## config.mk

```make
export PLATFORM = sky130hd
export DESIGN_NAME = tri_bbox_scanner_flat
export DESIGN_NICKNAME = d
export VERILOG_FILES = /design/src/rtl/tri_bbox_scanner_if.sv /design/src/rtl/tri_bbox_scanner.sv /design/src/flat_wrapper.sv
export SDC_FILE = /design/constraint.sdc
export NUM_CORES = 1
export LEC_CHECK = 0
export CAP_MARGIN = 10
export CORE_MARGIN = 3
export CORE_UTILIZATION = 29
export DETAILED_ROUTE_END_ITERATION = 8
export PLACE_DENSITY_LB_ADDON = 0.1
export SLEW_MARGIN = 10
export SYNTH_ARGS = -nofsm -noshare
export SYNTH_HDL_FRONTEND = slang
export SYNTH_SLANG_ARGS = --single-unit
```

## constraint.sdc

```tcl
create_clock -name clk_pix -period 8.61 [get_ports clk_pix]
set_input_delay 0.861 -clock clk_pix [delete_from_list [all_inputs] [get_ports clk_pix]]
set_output_delay 0.861 -clock clk_pix [all_outputs]
set_load 0.02 [all_outputs]
```

## src/rtl/tri_bbox_scanner_if.sv

```systemverilog
// Triangle-in / pixel-out bus between the triangle source, the bounding-box
// scanner and the downstream pixel evaluator.
interface tri_bbox_scanner_if #(
   parameter int CORDW = 10
);
   logic                    tri_valid;
   logic                    tri_ready;
   logic signed [31:0]      tri_ax, tri_ay, tri_az;
   logic signed [31:0]      tri_bx, tri_by, tri_bz;
   logic signed [31:0]      tri_cx, tri_cy, tri_cz;
   logic        [11:0]      tri_a_color, tri_b_color, tri_c_color;

   logic signed [31:0]      q_ax, q_ay, q_az;
   logic signed [31:0]      q_bx, q_by, q_bz;
   logic signed [31:0]      q_cx, q_cy, q_cz;
   logic        [11:0]      q_a_color, q_b_color, q_c_color;

   logic                    pix_valid;
   logic                    pix_ready;
   logic        [CORDW-1:0] pix_x, pix_y;
   logic        [31:0]      pix_px, pix_py;
   logic                    pix_first, pix_last;
   logic                    done;
   logic                    busy;

   modport master (
      output tri_valid, tri_ax, tri_ay, tri_az, tri_bx, tri_by, tri_bz,
             tri_cx, tri_cy, tri_cz, tri_a_color, tri_b_color, tri_c_color,
             pix_ready,
      input  tri_ready, q_ax, q_ay, q_az, q_bx, q_by, q_bz, q_cx, q_cy, q_cz,
             q_a_color, q_b_color, q_c_color, pix_valid, pix_x, pix_y,
             pix_px, pix_py, pix_first, pix_last, done, busy
   );

   modport slave (
      input  tri_valid, tri_ax, tri_ay, tri_az, tri_bx, tri_by, tri_bz,
             tri_cx, tri_cy, tri_cz, tri_a_color, tri_b_color, tri_c_color,
             pix_ready,
      output tri_ready, q_ax, q_ay, q_az, q_bx, q_by, q_bz, q_cx, q_cy, q_cz,
             q_a_color, q_b_color, q_c_color, pix_valid, pix_x, pix_y,
             pix_px, pix_py, pix_first, pix_last, done, busy
   );
endinterface

```

## src/rtl/tri_bbox_scanner.sv

```systemverilog
// Latches one triangle, computes its screen-clamped integer bounding box and
// streams every sample coordinate in raster order with valid/ready backpressure.
module tri_bbox_scanner #(
   parameter int CORDW = 10,
   parameter int H_RES = 640,
   parameter int V_RES = 480
) (
   input  logic clk_pix,
   input  logic rst_pix_n,
   tri_bbox_scanner_if.slave bus
);
   localparam logic signed [31:0] X_LIM = 32'(H_RES - 1);
   localparam logic signed [31:0] Y_LIM = 32'(V_RES - 1);

   typedef enum logic [1:0] {IDLE, SETUP, SCAN} state_t;

   state_t                 state_reg;
   logic                   tri_ready_reg, pix_valid_reg, done_reg, busy_reg;
   logic                   pix_first_reg, pix_last_reg;
   logic       [CORDW-1:0] x_reg, y_reg, xmin_reg, xmax_reg, ymin_reg;
   logic       [CORDW-1:0] ymax_reg, x_next, y_next;
   logic signed [31:0]     q_ax_reg, q_ay_reg, q_az_reg, q_bx_reg, q_by_reg;
   logic signed [31:0]     q_bz_reg, q_cx_reg, q_cy_reg, q_cz_reg;
   logic        [11:0]     q_a_color_reg, q_b_color_reg, q_c_color_reg;

   logic signed [31:0]     xmin_u, xmax_u, ymin_u, ymax_u;
   logic signed [31:0]     xmin_c, xmax_c, ymin_c, ymax_c;
   logic                   box_empty;

   function automatic logic signed [31:0] min3(input logic signed [31:0] a,
                                               input logic signed [31:0] b,
                                               input logic signed [31:0] c);
      logic signed [31:0] m;
      m = (a < b) ? a : b;
      return (c < m) ? c : m;
   endfunction

   function automatic logic signed [31:0] max3(input logic signed [31:0] a,
                                               input logic signed [31:0] b,
                                               input logic signed [31:0] c);
      logic signed [31:0] m;
      m = (a > b) ? a : b;
      return (c > m) ? c : m;
   endfunction

   function automatic logic signed [31:0] clamp(input logic signed [31:0] v,
                                                input logic signed [31:0] hi);
      if (v < 0)  return '0;
      if (v > hi) return hi;
      return v;
   endfunction

   // Min edge rounds up (ceil), max edge rounds down (floor) to sample centres.
   always_comb begin
      xmin_u = (min3(q_ax_reg, q_bx_reg, q_cx_reg) + 32'sh0000FFFF) >>> 16;
      xmax_u = max3(q_ax_reg, q_bx_reg, q_cx_reg) >>> 16;
      ymin_u = (min3(q_ay_reg, q_by_reg, q_cy_reg) + 32'sh0000FFFF) >>> 16;
      ymax_u = max3(q_ay_reg, q_by_reg, q_cy_reg) >>> 16;
      xmin_c = clamp(xmin_u, X_LIM);
      xmax_c = clamp(xmax_u, X_LIM);
      ymin_c = clamp(ymin_u, Y_LIM);
      ymax_c = clamp(ymax_u, Y_LIM);
      box_empty = (xmin_u > xmax_u) || (ymin_u > ymax_u) ||
                  (xmin_u > X_LIM) || (xmax_u < 0) ||
                  (ymin_u > Y_LIM) || (ymax_u < 0);
   end

   always_comb begin
      x_next = x_reg + CORDW'(1);
      y_next = y_reg;
      if (x_reg == xmax_reg) begin
         x_next = xmin_reg;
         y_next = y_reg + CORDW'(1);
      end
   end

   always_ff @(posedge clk_pix) begin
      if (!rst_pix_n) begin
         state_reg     <= IDLE;
         tri_ready_reg <= 1'b1;
         pix_valid_reg <= 1'b0;
         done_reg      <= 1'b0;
         busy_reg      <= 1'b0;
         pix_first_reg <= 1'b0;
         pix_last_reg  <= 1'b0;
         x_reg         <= '0;
         y_reg         <= '0;
         xmin_reg      <= '0;
         xmax_reg      <= '0;
         ymin_reg      <= '0;
         ymax_reg      <= '0;
         q_ax_reg      <= '0;
         q_ay_reg      <= '0;
         q_az_reg      <= '0;
         q_bx_reg      <= '0;
         q_by_reg      <= '0;
         q_bz_reg      <= '0;
         q_cx_reg      <= '0;
         q_cy_reg      <= '0;
         q_cz_reg      <= '0;
         q_a_color_reg <= '0;
         q_b_color_reg <= '0;
         q_c_color_reg <= '0;
      end else begin
         done_reg <= 1'b0;
         case (state_reg)
            IDLE: begin
               if (bus.tri_valid && tri_ready_reg) begin
                  q_ax_reg      <= bus.tri_ax;
                  q_ay_reg      <= bus.tri_ay;
                  q_az_reg      <= bus.tri_az;
                  q_bx_reg      <= bus.tri_bx;
                  q_by_reg      <= bus.tri_by;
                  q_bz_reg      <= bus.tri_bz;
                  q_cx_reg      <= bus.tri_cx;
                  q_cy_reg      <= bus.tri_cy;
                  q_cz_reg      <= bus.tri_cz;
                  q_a_color_reg <= bus.tri_a_color;
                  q_b_color_reg <= bus.tri_b_color;
                  q_c_color_reg <= bus.tri_c_color;
                  tri_ready_reg <= 1'b0;
                  busy_reg      <= 1'b1;
                  state_reg     <= SETUP;
               end
            end
            SETUP: begin
               if (box_empty) begin
                  done_reg      <= 1'b1;
                  busy_reg      <= 1'b0;
                  tri_ready_reg <= 1'b1;
                  state_reg     <= IDLE;
               end else begin
                  x_reg         <= CORDW'(xmin_c);
                  y_reg         <= CORDW'(ymin_c);
                  xmin_reg      <= CORDW'(xmin_c);
                  xmax_reg      <= CORDW'(xmax_c);
                  ymin_reg      <= CORDW'(ymin_c);
                  ymax_reg      <= CORDW'(ymax_c);
                  pix_first_reg <= 1'b1;
                  pix_last_reg  <= (xmin_c == xmax_c) && (ymin_c == ymax_c);
                  pix_valid_reg <= 1'b1;
                  state_reg     <= SCAN;
               end
            end
            SCAN: begin
               if (bus.pix_ready) begin
                  if (pix_last_reg) begin
                     pix_valid_reg <= 1'b0;
                     done_reg      <= 1'b1;
                     busy_reg      <= 1'b0;
                     tri_ready_reg <= 1'b1;
                     state_reg     <= IDLE;
                  end else begin
                     x_reg         <= x_next;
                     y_reg         <= y_next;
                     pix_first_reg <= 1'b0;
                     pix_last_reg  <= (x_next == xmax_reg) && (y_next == ymax_reg);
                  end
               end
            end
            default: state_reg <= IDLE;
         endcase
      end
   end

   assign bus.tri_ready = tri_ready_reg & rst_pix_n;
   assign bus.pix_valid = pix_valid_reg;
   assign bus.pix_x     = x_reg;
   assign bus.pix_y     = y_reg;
   assign bus.pix_px    = 32'(x_reg) << 16;
   assign bus.pix_py    = 32'(y_reg) << 16;
   assign bus.pix_first = pix_first_reg;
   assign bus.pix_last  = pix_last_reg;
   assign bus.done      = done_reg;
   assign bus.busy      = busy_reg;
   assign bus.q_ax      = q_ax_reg;
   assign bus.q_ay      = q_ay_reg;
   assign bus.q_az      = q_az_reg;
   assign bus.q_bx      = q_bx_reg;
   assign bus.q_by      = q_by_reg;
   assign bus.q_bz      = q_bz_reg;
   assign bus.q_cx      = q_cx_reg;
   assign bus.q_cy      = q_cy_reg;
   assign bus.q_cz      = q_cz_reg;
   assign bus.q_a_color = q_a_color_reg;
   assign bus.q_b_color = q_b_color_reg;
   assign bus.q_c_color = q_c_color_reg;
endmodule

```

## src/flat_wrapper.sv

```systemverilog
// flat-port wrapper written by rule: the top's interface ports become plain ports
module tri_bbox_scanner_flat 
#(
   parameter int CORDW = 10,
   parameter int H_RES = 640,
   parameter int V_RES = 480
)
  (clk_pix, rst_pix_n, bus_tri_valid, bus_tri_ax, bus_tri_ay, bus_tri_az, bus_tri_bx, bus_tri_by, bus_tri_bz, bus_tri_cx, bus_tri_cy, bus_tri_cz, bus_tri_a_color, bus_tri_b_color, bus_tri_c_color, bus_pix_ready, bus_tri_ready, bus_q_ax, bus_q_ay, bus_q_az, bus_q_bx, bus_q_by, bus_q_bz, bus_q_cx, bus_q_cy, bus_q_cz, bus_q_a_color, bus_q_b_color, bus_q_c_color, bus_pix_valid, bus_pix_x, bus_pix_y, bus_pix_px, bus_pix_py, bus_pix_first, bus_pix_last, bus_done, bus_busy);
  tri_bbox_scanner_if #(.CORDW(CORDW)) bus_i ();
  input  logic clk_pix;
  input  logic rst_pix_n;
  input wire logic [$bits(bus_i.tri_valid)-1:0] bus_tri_valid;
  input wire logic [$bits(bus_i.tri_ax)-1:0] bus_tri_ax;
  input wire logic [$bits(bus_i.tri_ay)-1:0] bus_tri_ay;
  input wire logic [$bits(bus_i.tri_az)-1:0] bus_tri_az;
  input wire logic [$bits(bus_i.tri_bx)-1:0] bus_tri_bx;
  input wire logic [$bits(bus_i.tri_by)-1:0] bus_tri_by;
  input wire logic [$bits(bus_i.tri_bz)-1:0] bus_tri_bz;
  input wire logic [$bits(bus_i.tri_cx)-1:0] bus_tri_cx;
  input wire logic [$bits(bus_i.tri_cy)-1:0] bus_tri_cy;
  input wire logic [$bits(bus_i.tri_cz)-1:0] bus_tri_cz;
  input wire logic [$bits(bus_i.tri_a_color)-1:0] bus_tri_a_color;
  input wire logic [$bits(bus_i.tri_b_color)-1:0] bus_tri_b_color;
  input wire logic [$bits(bus_i.tri_c_color)-1:0] bus_tri_c_color;
  input wire logic [$bits(bus_i.pix_ready)-1:0] bus_pix_ready;
  output wire logic [$bits(bus_i.tri_ready)-1:0] bus_tri_ready;
  output wire logic [$bits(bus_i.q_ax)-1:0] bus_q_ax;
  output wire logic [$bits(bus_i.q_ay)-1:0] bus_q_ay;
  output wire logic [$bits(bus_i.q_az)-1:0] bus_q_az;
  output wire logic [$bits(bus_i.q_bx)-1:0] bus_q_bx;
  output wire logic [$bits(bus_i.q_by)-1:0] bus_q_by;
  output wire logic [$bits(bus_i.q_bz)-1:0] bus_q_bz;
  output wire logic [$bits(bus_i.q_cx)-1:0] bus_q_cx;
  output wire logic [$bits(bus_i.q_cy)-1:0] bus_q_cy;
  output wire logic [$bits(bus_i.q_cz)-1:0] bus_q_cz;
  output wire logic [$bits(bus_i.q_a_color)-1:0] bus_q_a_color;
  output wire logic [$bits(bus_i.q_b_color)-1:0] bus_q_b_color;
  output wire logic [$bits(bus_i.q_c_color)-1:0] bus_q_c_color;
  output wire logic [$bits(bus_i.pix_valid)-1:0] bus_pix_valid;
  output wire logic [$bits(bus_i.pix_x)-1:0] bus_pix_x;
  output wire logic [$bits(bus_i.pix_y)-1:0] bus_pix_y;
  output wire logic [$bits(bus_i.pix_px)-1:0] bus_pix_px;
  output wire logic [$bits(bus_i.pix_py)-1:0] bus_pix_py;
  output wire logic [$bits(bus_i.pix_first)-1:0] bus_pix_first;
  output wire logic [$bits(bus_i.pix_last)-1:0] bus_pix_last;
  output wire logic [$bits(bus_i.done)-1:0] bus_done;
  output wire logic [$bits(bus_i.busy)-1:0] bus_busy;
  assign bus_i.tri_valid = bus_tri_valid;
  assign bus_i.tri_ax = bus_tri_ax;
  assign bus_i.tri_ay = bus_tri_ay;
  assign bus_i.tri_az = bus_tri_az;
  assign bus_i.tri_bx = bus_tri_bx;
  assign bus_i.tri_by = bus_tri_by;
  assign bus_i.tri_bz = bus_tri_bz;
  assign bus_i.tri_cx = bus_tri_cx;
  assign bus_i.tri_cy = bus_tri_cy;
  assign bus_i.tri_cz = bus_tri_cz;
  assign bus_i.tri_a_color = bus_tri_a_color;
  assign bus_i.tri_b_color = bus_tri_b_color;
  assign bus_i.tri_c_color = bus_tri_c_color;
  assign bus_i.pix_ready = bus_pix_ready;
  assign bus_tri_ready = bus_i.tri_ready;
  assign bus_q_ax = bus_i.q_ax;
  assign bus_q_ay = bus_i.q_ay;
  assign bus_q_az = bus_i.q_az;
  assign bus_q_bx = bus_i.q_bx;
  assign bus_q_by = bus_i.q_by;
  assign bus_q_bz = bus_i.q_bz;
  assign bus_q_cx = bus_i.q_cx;
  assign bus_q_cy = bus_i.q_cy;
  assign bus_q_cz = bus_i.q_cz;
  assign bus_q_a_color = bus_i.q_a_color;
  assign bus_q_b_color = bus_i.q_b_color;
  assign bus_q_c_color = bus_i.q_c_color;
  assign bus_pix_valid = bus_i.pix_valid;
  assign bus_pix_x = bus_i.pix_x;
  assign bus_pix_y = bus_i.pix_y;
  assign bus_pix_px = bus_i.pix_px;
  assign bus_pix_py = bus_i.pix_py;
  assign bus_pix_first = bus_i.pix_first;
  assign bus_pix_last = bus_i.pix_last;
  assign bus_done = bus_i.done;
  assign bus_busy = bus_i.busy;
  tri_bbox_scanner #(.CORDW(CORDW), .H_RES(H_RES), .V_RES(V_RES)) u_core (.clk_pix(clk_pix), .rst_pix_n(rst_pix_n), .bus(bus_i));
endmodule
```

==> out/summary.txt <==
initial antenna violation count: 18
Core ar.: 89190 µm²
row count: 109
routed via count: 27440
sequential share of the synthesized area: 0.2901
commonest non-fill, non-tap cell in the layout: nand2_1
Ys Warns: 0
first-pass GRT wire length: 184.4 mm
Clk network pwr share: 0.151
Via density: 5.082
crit-path max cell delay: 0.43 ns
critical path arrival: 8.79 ns
CTS Buffer Depth: 3
commonest non-fill, non-tap cells in the layout: nand2_1, clkdlybuf4s50_1, dfxtp_1, a21boi_0, buf_4
Slowest-stage cell, CP: a221o_2
Crit Path Max Fanout: 11
Num Clock Sinks: 382
Final Skew: 0.02970 ns
TritonCTS Buffers: 49
die width: 307.5 µm
Switch Pwr: 0.007036 W
Crit path top cell by count: o21a_1
HPWL Detailed: 101.2 mm
clk slew on worst S/H paths: 0.07 ns
die height: 307.5 µm
Post-synth top flop: dfxtp_1
H-Tree Depth: 2
TritonCTS clock tree: done
Setup WS pre-CTS: -0.05734 ns
Placer Congestion: 0.9343
#FFs+latches synth: 382
Buf+Inv Stages, Crit Path: 8
initial DRC count: 1890
routed length per instance: 23.79 µm
pins over their slew limit: 0
Clock Latency Late Sink: 0.62 ns
Fill cells: 9227
Combinational Power Share: 0.682
Total Routing Usage GR: 0.2580
final design utilization: 0.4241
Fin. Hold Viols: 0
status: complete, no violations
Hold/Removal Path Class: reg2reg
post-layout instance area: 37830 µm²
layout cell share with drive strength beyond 1: 0.1055
Overall Power: 0.01454 W
Slew HR: 0.3134
Startpoint Class: flop
largest net degree at the start of global routing: 191
PD cells: 384.3 nW/µm²
sw frac: 0.4840
DRC Markers: 0
Synth-to-Final Area Change: 43.51%
GR Overflow Total: 0
fmax: 120.4 MHz
mapped cell area: 26360 µm²
P_int: 0.007500 W
DR pass1 iterations: 5
delay-heaviest family, CP: compound AO/OA/AOI/OAI gates
# nets final: 4746
post-synthesis cell count: 3379
port bufs: 697
Async SR Flop Fraction: 0
Die ar.: 94550 µm²
max_cap viols: 0
WS Path Type: reg2reg
peak supply drop: 0.0001771 V
slack of the critical path: 0.3041 ns
Final min period: 8.306 ns
CP endpoint kind: flop
fin crit share: 0.9647
transition time of the tightest slew-check pin: 1.030 ns
final setup violating endpoints: 0
cell leakage power: 14.98 nW
Routed Antenna Nets: 0
EDFF count, synth: 0
post-placement cell area: 35680 µm²
sequential share of power: 0.167
CTS Root Cell: clkbuf_16
Synth cell types: 92
final wirelength: 128.5 mm
WP data required: 9.09 ns
Mean Syn Cell Area: 7.801 µm²
initial core utilization: 0.2955
vias in the first global route: 26760
io pins: 742
## cell usage after synthesis (all sizes together), types with 12 or more instances
cell type	number	area (µm²)
nand2	818	3070
mux2	26	292.8
o2111ai	12	105.1
a21o	41	307.8
dfxtp	382	7647
a21boi	333	2515
and2	23	143.9
a21oi	132	660.6
buf	102	683.2
mux2i	161	1615
or3	13	81.33
nand3	77	397.9
nor2	128	485.5
ha	228	2853
a211oi	16	125.1
xor2	36	315.3
o211ai	25	202.7
nand4	73	462.9
nor2b	36	225.2
and3	17	106.4
xnor2	60	544.3
nor3	27	140.1
o21a	25	187.7
nor4	44	290.3
a31oi	13	81.33
inv	137	514.3
o21ai	107	543.0
clkbuf	145	544.3
## power by group through the flow
| stage | logic, W | clock network (W) | registers [W] |
|---|---|---|---|
| after floorplan | 0.00556 | 0 | 0.00273 |
| after global placement | 0.00948 | 0 | 0.00245 |
| after detailed placement | 0.00940 | 0 | 0.00246 |
| after CTS | 0.00946 | 0.00227 | 0.00242 |
| after global routing | 0.0108 | 0.00233 | 0.00246 |
| final | 0.00992 | 0.00220 | 0.00242 |
## final timing paths
check                           from                  end  slack [ns]  cells past startpoint
setup / recovery  u_core.bus.q_bx[5]  u_core.bus.pix_x[6]        0.30                     41
hold / removal    u_core.ymax_reg[9]   u_core.ymax_reg[9]        0.45                      2
setup reg to reg  u_core.bus.q_bx[5]  u_core.bus.pix_x[6]        0.30                     41
hold reg to reg   u_core.ymax_reg[9]   u_core.ymax_reg[9]        0.45                      2
## through the flow
step           TNS (ns)  hold WS [ns]  cells
3_3_place_gp          0        0.4332   5277
2_1_floorplan         0        0.4222   3422
6_report              0        0.4548   5399
5_1_grt          -1.017        0.4648   5397
4_1_cts               0        0.4454   5365
3_5_place_dp    -0.2531        0.4350   5277
## per-layer routing
| metal | track usage | up-vias | wire length, µm |
|---|---|---|---|
| li1 | - | 13350 | - |
| met1 | 0.3409 | 13000 | 56610 |
| met2 | 0.4345 | 953 | 60240 |
| met3 | 0.04855 | 136 | 8582 |
| met4 | 0.06075 | 4 | 2993 |
| met5 | 0 | - | 26 |
## timing repair
item | in CTS | in global routing
pin swaps | 1 | 14
endpoints found under the hold margin | 0 | 0
gates resized for setup | 2 | 43
hold buffers | 0 | 0
buffers inserted | 0 | 23
setup endpoints to repair | 21 | 56
gates cloned | 0 | 4
## area by class of cell
cell class                 instances  area [µm²]  area share
multi-input combinational       2656       17340      0.4584
clock buffer                      70        1405     0.03714
tap                             1165        1458     0.03853
antenna                            7       17.52   0.0004631
timing repair buffer             962        9146      0.2418
inverter                         139       521.8     0.01379
clock inverter                    18       285.3    0.007541
sequential                       382        7654      0.2023
## worst reg2reg max path, delay by kind of cell (launching register included)
| family | cells | cell delay (ns) |
|---|---|---|
| buffers and inverters | 8 | 1.30 |
| DFF | 1 | 0.33 |
| muxes | 2 | 0.86 |
| adders and majority gates | 3 | 0.80 |
| and+or+nand+nor | 7 | 1.20 |
| AOI/OAI and AO/OA | 21 | 3.69 |
## cell families (layout without fill, tap and decap cells)
logic type | after synthesis | count (layout) | synth area share
buffers and inverters | 386 | 1189 | 0.06636
adder cells (fa/ha/maj) | 228 | 228 | 0.1082
XOR/XNOR | 96 | 96 | 0.03261
AND/OR/NAND/NOR | 1298 | 1299 | 0.2172
flip-flops | 382 | 382 | 0.2901
other | 1 | 51 | 0.0001423
AO/OA/AOI/OAI | 801 | 802 | 0.2129
multiplexers | 187 | 187 | 0.07238
Power figures use the tool's default switching activity.
